==> src/rtl/id_ex_skid_pkg.sv <==
// Shared decode constants and bundle sizing for the ID/EX pipeline slice.
package id_ex_skid_pkg;

  localparam logic [4:0] NO_OP = 5'd0;
  localparam logic [4:0] ADD   = 5'd1;
  localparam logic [4:0] SUB   = 5'd2;
  localparam logic [4:0] AND_OP = 5'd3;
  localparam logic [4:0] OR_OP  = 5'd4;
  localparam logic [4:0] XOR_OP = 5'd5;

  localparam logic [6:0] OP_R_TYPE = 7'b0110011;
  localparam logic [6:0] OP_I_TYPE = 7'b0010011;
  localparam logic [6:0] OP_BRANCH = 7'b1100011;
  localparam logic [2:0] F3_ADD    = 3'b000;

  // pc, op_a, op_b, rs2_data + three 5-bit indices + opcode + func3 + ALU code + three enables
  function automatic int id_ex_w(input int xlen, input int aluctrl_w);
    return 4 * xlen + 3 * 5 + 7 + 3 + aluctrl_w + 3;
  endfunction

  localparam int ID_EX_W = id_ex_w(32, 5);

endpackage

==> src/rtl/id_ex_skid_skid_buf.sv <==
// Generic 2-entry valid/ready slice: main register M feeds the output, skid register S
// absorbs one bundle so in_ready_o comes straight from a flop.
module skid_buf #(
  parameter int            W       = 8,
  parameter logic [W-1:0]  RST_VAL = '0
) (
  input  logic         clk,
  input  logic         rst_n,
  input  logic         flush_i,
  input  logic         in_valid_i,
  output logic         in_ready_o,
  input  logic [W-1:0] in_data_i,
  output logic         out_valid_o,
  input  logic         out_ready_i,
  output logic [W-1:0] out_data_o
);

  logic         m_valid_q, m_valid_d;
  logic         s_valid_q, s_valid_d;
  logic [W-1:0] m_data_q, m_data_d;
  logic [W-1:0] s_data_q, s_data_d;
  logic         accept_s, drain_s;

  assign accept_s    = in_valid_i & ~s_valid_q;
  assign drain_s     = m_valid_q & out_ready_i;
  assign in_ready_o  = ~s_valid_q;
  assign out_valid_o = m_valid_q;
  assign out_data_o  = m_data_q;

  // Next-state selection; flush dominates and drops any same-cycle accept.
  always_comb begin
    m_valid_d = m_valid_q;
    s_valid_d = s_valid_q;
    m_data_d  = m_data_q;
    s_data_d  = s_data_q;
    if (flush_i) begin
      m_valid_d = 1'b0;
      s_valid_d = 1'b0;
    end else if (s_valid_q) begin
      if (drain_s) begin
        m_data_d  = s_data_q;
        m_valid_d = 1'b1;
        s_valid_d = 1'b0;
      end else begin
        m_valid_d = m_valid_q;
      end
    end else if (!m_valid_q || drain_s) begin
      if (accept_s) begin
        m_data_d  = in_data_i;
        m_valid_d = 1'b1;
      end else begin
        m_valid_d = 1'b0;
      end
    end else if (accept_s) begin
      s_data_d  = in_data_i;
      s_valid_d = 1'b1;
    end else begin
      s_valid_d = s_valid_q;
    end
  end

  // State registers with synchronous active-low reset.
  always_ff @(posedge clk) begin
    if (!rst_n) begin
      m_valid_q <= 1'b0;
      s_valid_q <= 1'b0;
      m_data_q  <= RST_VAL;
      s_data_q  <= RST_VAL;
    end else begin
      m_valid_q <= m_valid_d;
      s_valid_q <= s_valid_d;
      m_data_q  <= m_data_d;
      s_data_q  <= s_data_d;
    end
  end

endmodule

==> src/rtl/id_ex_skid.sv <==
// ID/EX elastic pipeline register: packs the decoded bundle through a 2-entry skid
// buffer and forces bubbles to be harmless (no register write, NO_OP ALU code).
module id_ex_skid
  import id_ex_skid_pkg::*;
#(
  parameter int XLEN      = 32,
  parameter int ALUCTRL_W = 5
) (
  input  logic                 clk,
  input  logic                 rst_n,
  input  logic                 id_valid_i,
  output logic                 id_ready_o,
  input  logic [XLEN-1:0]      id_pc_i,
  input  logic [XLEN-1:0]      id_op_a_i,
  input  logic [XLEN-1:0]      id_op_b_i,
  input  logic [XLEN-1:0]      id_rs2_data_i,
  input  logic [4:0]           id_rs1_i,
  input  logic [4:0]           id_rs2_i,
  input  logic [4:0]           id_rd_i,
  input  logic [6:0]           id_opcode_i,
  input  logic [2:0]           id_func3_i,
  input  logic [ALUCTRL_W-1:0] id_ALUctrl_i,
  input  logic                 id_reg_we_i,
  input  logic                 id_reg1_RE_i,
  input  logic                 id_reg2_RE_i,
  input  logic                 flush_i,
  output logic                 ex_valid_o,
  input  logic                 ex_ready_i,
  output logic [XLEN-1:0]      ex_pc_o,
  output logic [XLEN-1:0]      ex_op_a_o,
  output logic [XLEN-1:0]      ex_op_b_o,
  output logic [XLEN-1:0]      ex_rs2_data_o,
  output logic [4:0]           ex_rs1_o,
  output logic [4:0]           ex_rs2_o,
  output logic [4:0]           ex_rd_o,
  output logic [6:0]           ex_opcode_o,
  output logic [2:0]           ex_func3_o,
  output logic [ALUCTRL_W-1:0] ex_ALUctrl_o,
  output logic                 ex_reg_we_o,
  output logic                 ex_reg1_RE_o,
  output logic                 ex_reg2_RE_o
);

  localparam int W = id_ex_w(XLEN, ALUCTRL_W);
  localparam logic [W-1:0] RST_BUNDLE = {{(4 * XLEN + 25){1'b0}}, ALUCTRL_W'(NO_OP), 3'b000};

  logic [W-1:0]         in_bundle_s;
  logic [W-1:0]         out_bundle_s;
  logic                 ex_valid_s;
  logic [ALUCTRL_W-1:0] alu_raw_s;
  logic                 reg_we_raw_s;

  assign in_bundle_s = {id_pc_i, id_op_a_i, id_op_b_i, id_rs2_data_i,
                        id_rs1_i, id_rs2_i, id_rd_i, id_opcode_i, id_func3_i,
                        id_ALUctrl_i, id_reg_we_i, id_reg1_RE_i, id_reg2_RE_i};

  skid_buf #(
    .W       (W),
    .RST_VAL (RST_BUNDLE)
  ) u_skid_buf (
    .clk         (clk),
    .rst_n       (rst_n),
    .flush_i     (flush_i),
    .in_valid_i  (id_valid_i),
    .in_ready_o  (id_ready_o),
    .in_data_i   (in_bundle_s),
    .out_valid_o (ex_valid_s),
    .out_ready_i (ex_ready_i),
    .out_data_o  (out_bundle_s)
  );

  assign {ex_pc_o, ex_op_a_o, ex_op_b_o, ex_rs2_data_o,
          ex_rs1_o, ex_rs2_o, ex_rd_o, ex_opcode_o, ex_func3_o,
          alu_raw_s, reg_we_raw_s, ex_reg1_RE_o, ex_reg2_RE_o} = out_bundle_s;
  assign ex_valid_o = ex_valid_s;

  // Bubble gating: an empty slot must never write a register or issue an ALU op.
  always_comb begin
    ex_ALUctrl_o = ALUCTRL_W'(NO_OP);
    ex_reg_we_o  = 1'b0;
    if (ex_valid_s) begin
      ex_ALUctrl_o = alu_raw_s;
      ex_reg_we_o  = reg_we_raw_s;
    end else begin
      ex_ALUctrl_o = ALUCTRL_W'(NO_OP);
      ex_reg_we_o  = 1'b0;
    end
  end

endmodule

==> config.mk <==
export PLATFORM = sky130hd
export DESIGN_NAME = id_ex_skid
export DESIGN_NICKNAME = d
export VERILOG_FILES = /design/src/rtl/id_ex_skid_pkg.sv /design/src/rtl/id_ex_skid_skid_buf.sv /design/src/rtl/id_ex_skid.sv
export SDC_FILE = /design/constraint.sdc
export NUM_CORES = 1
export LEC_CHECK = 0
export BUFFER_PORTS_ARGS = -buffer_cell sky130_fd_sc_hd__buf_2
export CAP_MARGIN = 20
export CORE_UTILIZATION = 55
export DETAILED_ROUTE_END_ITERATION = 8
export GPL_TIMING_DRIVEN = 0
export PLACE_DENSITY = 0.8
export RECOVER_POWER = 100
export SYNTH_ARGS = -nofsm -noshare
export SYNTH_HDL_FRONTEND = slang
export SYNTH_SLANG_ARGS = --single-unit
==> constraint.sdc <==
create_clock -name clk -period 2 [get_ports clk]
set_input_delay 0.2 -clock clk [delete_from_list [all_inputs] [get_ports clk]]
set_output_delay 0.2 -clock clk [all_outputs]
set_load 0.02 [all_outputs]
==> impl_metrics.prom <==
# TYPE chip_impl_metric gauge
chip_impl_metric{name="clock_latency",unit="ps"} 520
chip_impl_metric{name="leakagePower",unit="nW"} 9.14
chip_impl_metric{name="overflow",unit=""} 0
chip_impl_metric{name="cellPowerDensity",unit="mW/mm2"} 763
chip_impl_metric{name="detailedRoute.firstPassIterationCount",unit=""} 7
chip_impl_metric{name="route.detailed.vias_per_inst",unit=""} 5.19
chip_impl_metric{name="worst-endpoint-arrival",unit="ps"} 2330
chip_impl_metric{name="syn2layout_area_growth",unit="%"} 30.1
chip_impl_info{name="outcome",value="completed"} 1
chip_impl_metric{name="worstSetupPathDepth",unit=""} 7
chip_impl_metric{name="internal_reg_to_reg_setup_slack",unit="ps"} 100
chip_impl_metric{name="row_count",unit=""} 61
chip_impl_info{name="hold_class",value="primary input to flop"} 1
chip_impl_metric{name="detailedRoute.firstIterationViolations",unit=""} 786
chip_impl_metric{name="rr_worst_depth",unit=""} 7
chip_impl_metric{name="synth_cell_type_count",unit=""} 18
chip_impl_metric{name="report.final.slew_viol_count",unit=""} 0
chip_impl_info{name="clock-root-buffer",value="sky130_fd_sc_hd__clkbuf_16"} 1
chip_impl_metric{name="hold_violations",unit=""} 0
chip_impl_info{name="crit_end_category",value="flop"} 1
chip_impl_metric{name="gr_util_all_layers",unit=""} 0.308
chip_impl_metric{name="max_cap_viol_count",unit=""} 0
chip_impl_metric{name="floorplan.die_area",unit="mm2"} 0.0295
chip_impl_metric{name="finish.net_count",unit=""} 2442
chip_impl_metric{name="synth.net_count",unit=""} 1914
chip_impl_metric{name="synth_area_per_cell",unit="um2"} 9.06
chip_impl_metric{name="global_route_wire_length_before_repair",unit="mm"} 71.6
chip_impl_metric{name="num_io_pins",unit=""} 329
chip_impl_metric{name="antenna_left",unit=""} 0
chip_impl_metric{name="floorplan.die.width",unit="um"} 172
chip_impl_metric{name="hold-worst-slack",unit="ps"} 360
chip_impl_info{name="critPathMostFrequentCell",value="sky130_fd_sc_hd__buf_4"} 1
chip_impl_metric{name="slew_headroom",unit=""} 0.395
chip_impl_metric{name="antenna_violations_before_repair",unit=""} 5
chip_impl_metric{name="synth_seq_cells",unit=""} 324
chip_impl_metric{name="cts_made_buffers",unit=""} 36
chip_impl_metric{name="cts_setup_buffers",unit=""} 0
chip_impl_metric{name="port_buffer_count",unit=""} 327
chip_impl_metric{name="globalplace.congestion",unit=""} 0.828
chip_impl_metric{name="yosysWarningCount",unit=""} 0
chip_impl_metric{name="detail_route.wirelength",unit="mm"} 46.3
chip_impl_info{name="list_of_cells_traversed_by_the_critical_path",value="clkbuf_4 > nand2_1 > nor4_1 > buf_4 > buf_6 > buf_4 > mux2i_1"} 1
chip_impl_metric{name="vias_after_detailed_routing",unit=""} 13900
chip_impl_metric{name="postSynthCellCount",unit=""} 1748
chip_impl_info{name="critical-path-top-delay-family",value="buffers and inverters"} 1
chip_impl_metric{name="timing.critical_path.slowest_cell_delay",unit="ps"} 350
chip_impl_metric{name="drt-wirelength-per-cell",unit="um"} 17.3
chip_impl_metric{name="critical_path_buf_inv_count",unit=""} 4
chip_impl_metric{name="h-tree-depth",unit=""} 2
chip_impl_metric{name="period_needed",unit="ps"} 1900
chip_impl_metric{name="post_route_cells_drive_above_1_share",unit=""} 0.258
chip_impl_metric{name="timing.final.crit_share",unit=""} 0.950
chip_impl_metric{name="detail_route.drc_violations",unit=""} 0
chip_impl_metric{name="clk_path_buf_depth",unit=""} 3
chip_impl_metric{name="grt_start_max_net_pins",unit=""} 14
chip_impl_metric{name="detailedPlacementHpwl",unit="mm"} 29.4
chip_impl_metric{name="cts_sinks",unit=""} 324
chip_impl_metric{name="first_global_vias",unit=""} 14400
chip_impl_info{name="worst_setup_path_start_kind",value="flop"} 1
chip_impl_metric{name="post_dp_cell_area",unit="mm2"} 0.0179
chip_impl_info{name="worstSetupEndpoint",value="u_skid_buf.s_data_q[68]"} 1
chip_impl_metric{name="vdd_ir_drop_max",unit="V"} 0.000566
chip_impl_metric{name="synth_sequential_area_ratio",unit=""} 0.409
chip_impl_info{name="cts_tree",value="built"} 1
chip_impl_metric{name="crit_required",unit="ps"} 2430
chip_impl_metric{name="path_max_fanout",unit=""} 10
chip_impl_metric{name="max_clock_freq",unit="MHz"} 526
chip_impl_metric{name="timing_worst_slew_pin_value",unit="ps"} 907
chip_impl_metric{name="core-area",unit="mm2"} 0.0281
chip_impl_metric{name="start_util",unit=""} 0.564
chip_impl_info{name="critical_path.reg2reg.endpoint",value="u_skid_buf.s_data_q[68]"} 1
chip_impl_info{name="critPathSlowestCell",value="sky130_fd_sc_hd__dfxtp_1"} 1
chip_impl_metric{name="synth.cell_area",unit="mm2"} 0.0158
chip_impl_info{name="reg2reg_from",value="u_skid_buf.out_valid_o"} 1
chip_impl_info{name="critPathLaunch",value="u_skid_buf.out_valid_o"} 1
chip_impl_metric{name="dieHeight",unit="um"} 172
chip_impl_metric{name="worst_hold_path.num_cells",unit=""} 4
chip_impl_metric{name="finalClockSkew",unit="ps"} 23.3
chip_impl_info{name="crit_type",value="flop to flop"} 1
chip_impl_metric{name="post_layout_power",unit="mW"} 15.7
chip_impl_metric{name="finalInstanceArea",unit="mm2"} 0.0206
chip_impl_metric{name="setup_viol",unit=""} 0
chip_impl_metric{name="cts.reportedPaths.clkPinSlew",unit="ps"} 60
==> synthesized netlist by cell type <==
cell type	count	area, um2
sky130_fd_sc_hd__dfxtp_1	324	6490
sky130_fd_sc_hd__nand2_1	646	2420
sky130_fd_sc_hd__o21ai_0	1	5.00
sky130_fd_sc_hd__buf_1	7	26.3
sky130_fd_sc_hd__buf_6	10	113
sky130_fd_sc_hd__a221o_1	1	10.0
sky130_fd_sc_hd__nor4_1	1	6.26
sky130_fd_sc_hd__clkbuf_1	64	240
sky130_fd_sc_hd__mux2i_1	322	3220
sky130_fd_sc_hd__a21oi_1	1	5.00
sky130_fd_sc_hd__clkbuf_2	1	5.00
sky130_fd_sc_hd__a221oi_1	1	8.76
sky130_fd_sc_hd__and2_1	6	37.5
sky130_fd_sc_hd__mux2_2	161	1810
sky130_fd_sc_hd__inv_1	2	7.51
sky130_fd_sc_hd__nand2b_1	2	12.5
sky130_fd_sc_hd__buf_4	170	1280
sky130_fd_sc_hd__buf_2	28	140
==> flip-flops by register name, summed over array words and instances (netlist names) <==
name / cells
u_skid_buf.out_data_o: 161
u_skid_buf.out_valid_o: 1
u_skid_buf.s_data_q: 161
u_skid_buf.s_valid_q: 1
==> stage by stage <==
stage	utilization	cells	worst slack (ps)	TNS (ps)
3_5_place_dp	0.639	2453	-24.1	-29.2
2_1_floorplan	-	1748	379	0
5_1_grt	0.734	2684	-14.5	-14.5
3_3_place_gp	0.639	2453	11.8	0
4_1_cts	0.741	2681	14.3	0
6_report	0.734	2684	100	0
==> worst reg2reg max path, cell delays in order (launching register included) <==
cell,delay [ps]
sky130_fd_sc_hd__dfxtp_1,350
sky130_fd_sc_hd__clkbuf_4,220
sky130_fd_sc_hd__nand2_1,100
sky130_fd_sc_hd__nor4_1,180
sky130_fd_sc_hd__buf_4,240
sky130_fd_sc_hd__buf_6,210
sky130_fd_sc_hd__buf_4,250
sky130_fd_sc_hd__mux2i_1,260
==> cell families after synthesis <==
group | count (synthesis) | share of synthesized area
AND/OR/NAND/NOR | 655 | 0.157
multiplexers | 483 | 0.318
flip-flops | 324 | 0.409
buffers and inverters | 282 | 0.114
AO/OA/AOI/OAI | 4 | 0.00182
==> layout make-up <==
type                            instances  area [um2]
Tap cell                              378         473
Timing Repair Buffer                  492        3090
Clock buffer                           50        1050
Clock inverter                         14         163
Multi-Input combinational cell       1142        7550
Sequential cell                       324        6490
Buffer                                278        1800
Inverter                                2        7.51
Fill cell                            2000        7470
Antenna cell                            4        10.0
==> placed cells by master, fill, tap and decap left out, drive strengths merged <==
master | Yosys | layout
nand2 | 646 | 646
buf | 215 | 367
dfxtp | 324 | 324
mux2i | 322 | 322
clkbuf | 65 | 288
dlygate4sd3 | 0 | 165
mux2 | 161 | 161
clkinv | 0 | 10
and2 | 6 | 6
diode | 0 | 4
bufinv | 0 | 3
inv | 2 | 3
nand2b | 2 | 2
nor4 | 1 | 1
a221o | 1 | 1
a221oi | 1 | 1
o21ai | 1 | 1
a21oi | 1 | 1
==> power breakdown <==
part	switching, mW	total, mW	internal [mW]
clock network	2.72	6.79	4.06
logic	1.15	2.18	1.03
registers	0.113	6.77	6.65
==> timing repair <==
item	4_1_cts	5_1_grt
endpoints found under the hold margin	163	0
resized for setup	5	4
setup endpoints to repair	72	103
hold buffers	165	0
==> routing by layer <==
layer / vias up / wire length (um) / track usage
li1: 6608 / - / -
met1: 6658 / 18500 / 0.346
met2: 513 / 22700 / 0.548
met3: 152 / 3010 / 0.0617
met4: 2 / 2070 / 0.163
met5: - / 13 / 0
==> worst min-delay path by stage <==
stage / startpoint / endpoint
2_1_floorplan: ex_ready_i / u_skid_buf.s_valid_q
3_3_place_gp: ex_ready_i / u_skid_buf.s_valid_q
3_5_place_dp: u_skid_buf.s_data_q[83] / u_skid_buf.s_data_q[83]
4_1_cts: rst_n / u_skid_buf.s_data_q[133]
5_1_grt: rst_n / u_skid_buf.s_data_q[132]
6_report: rst_n / u_skid_buf.s_data_q[132]
(Power assumes the default switching activity.)
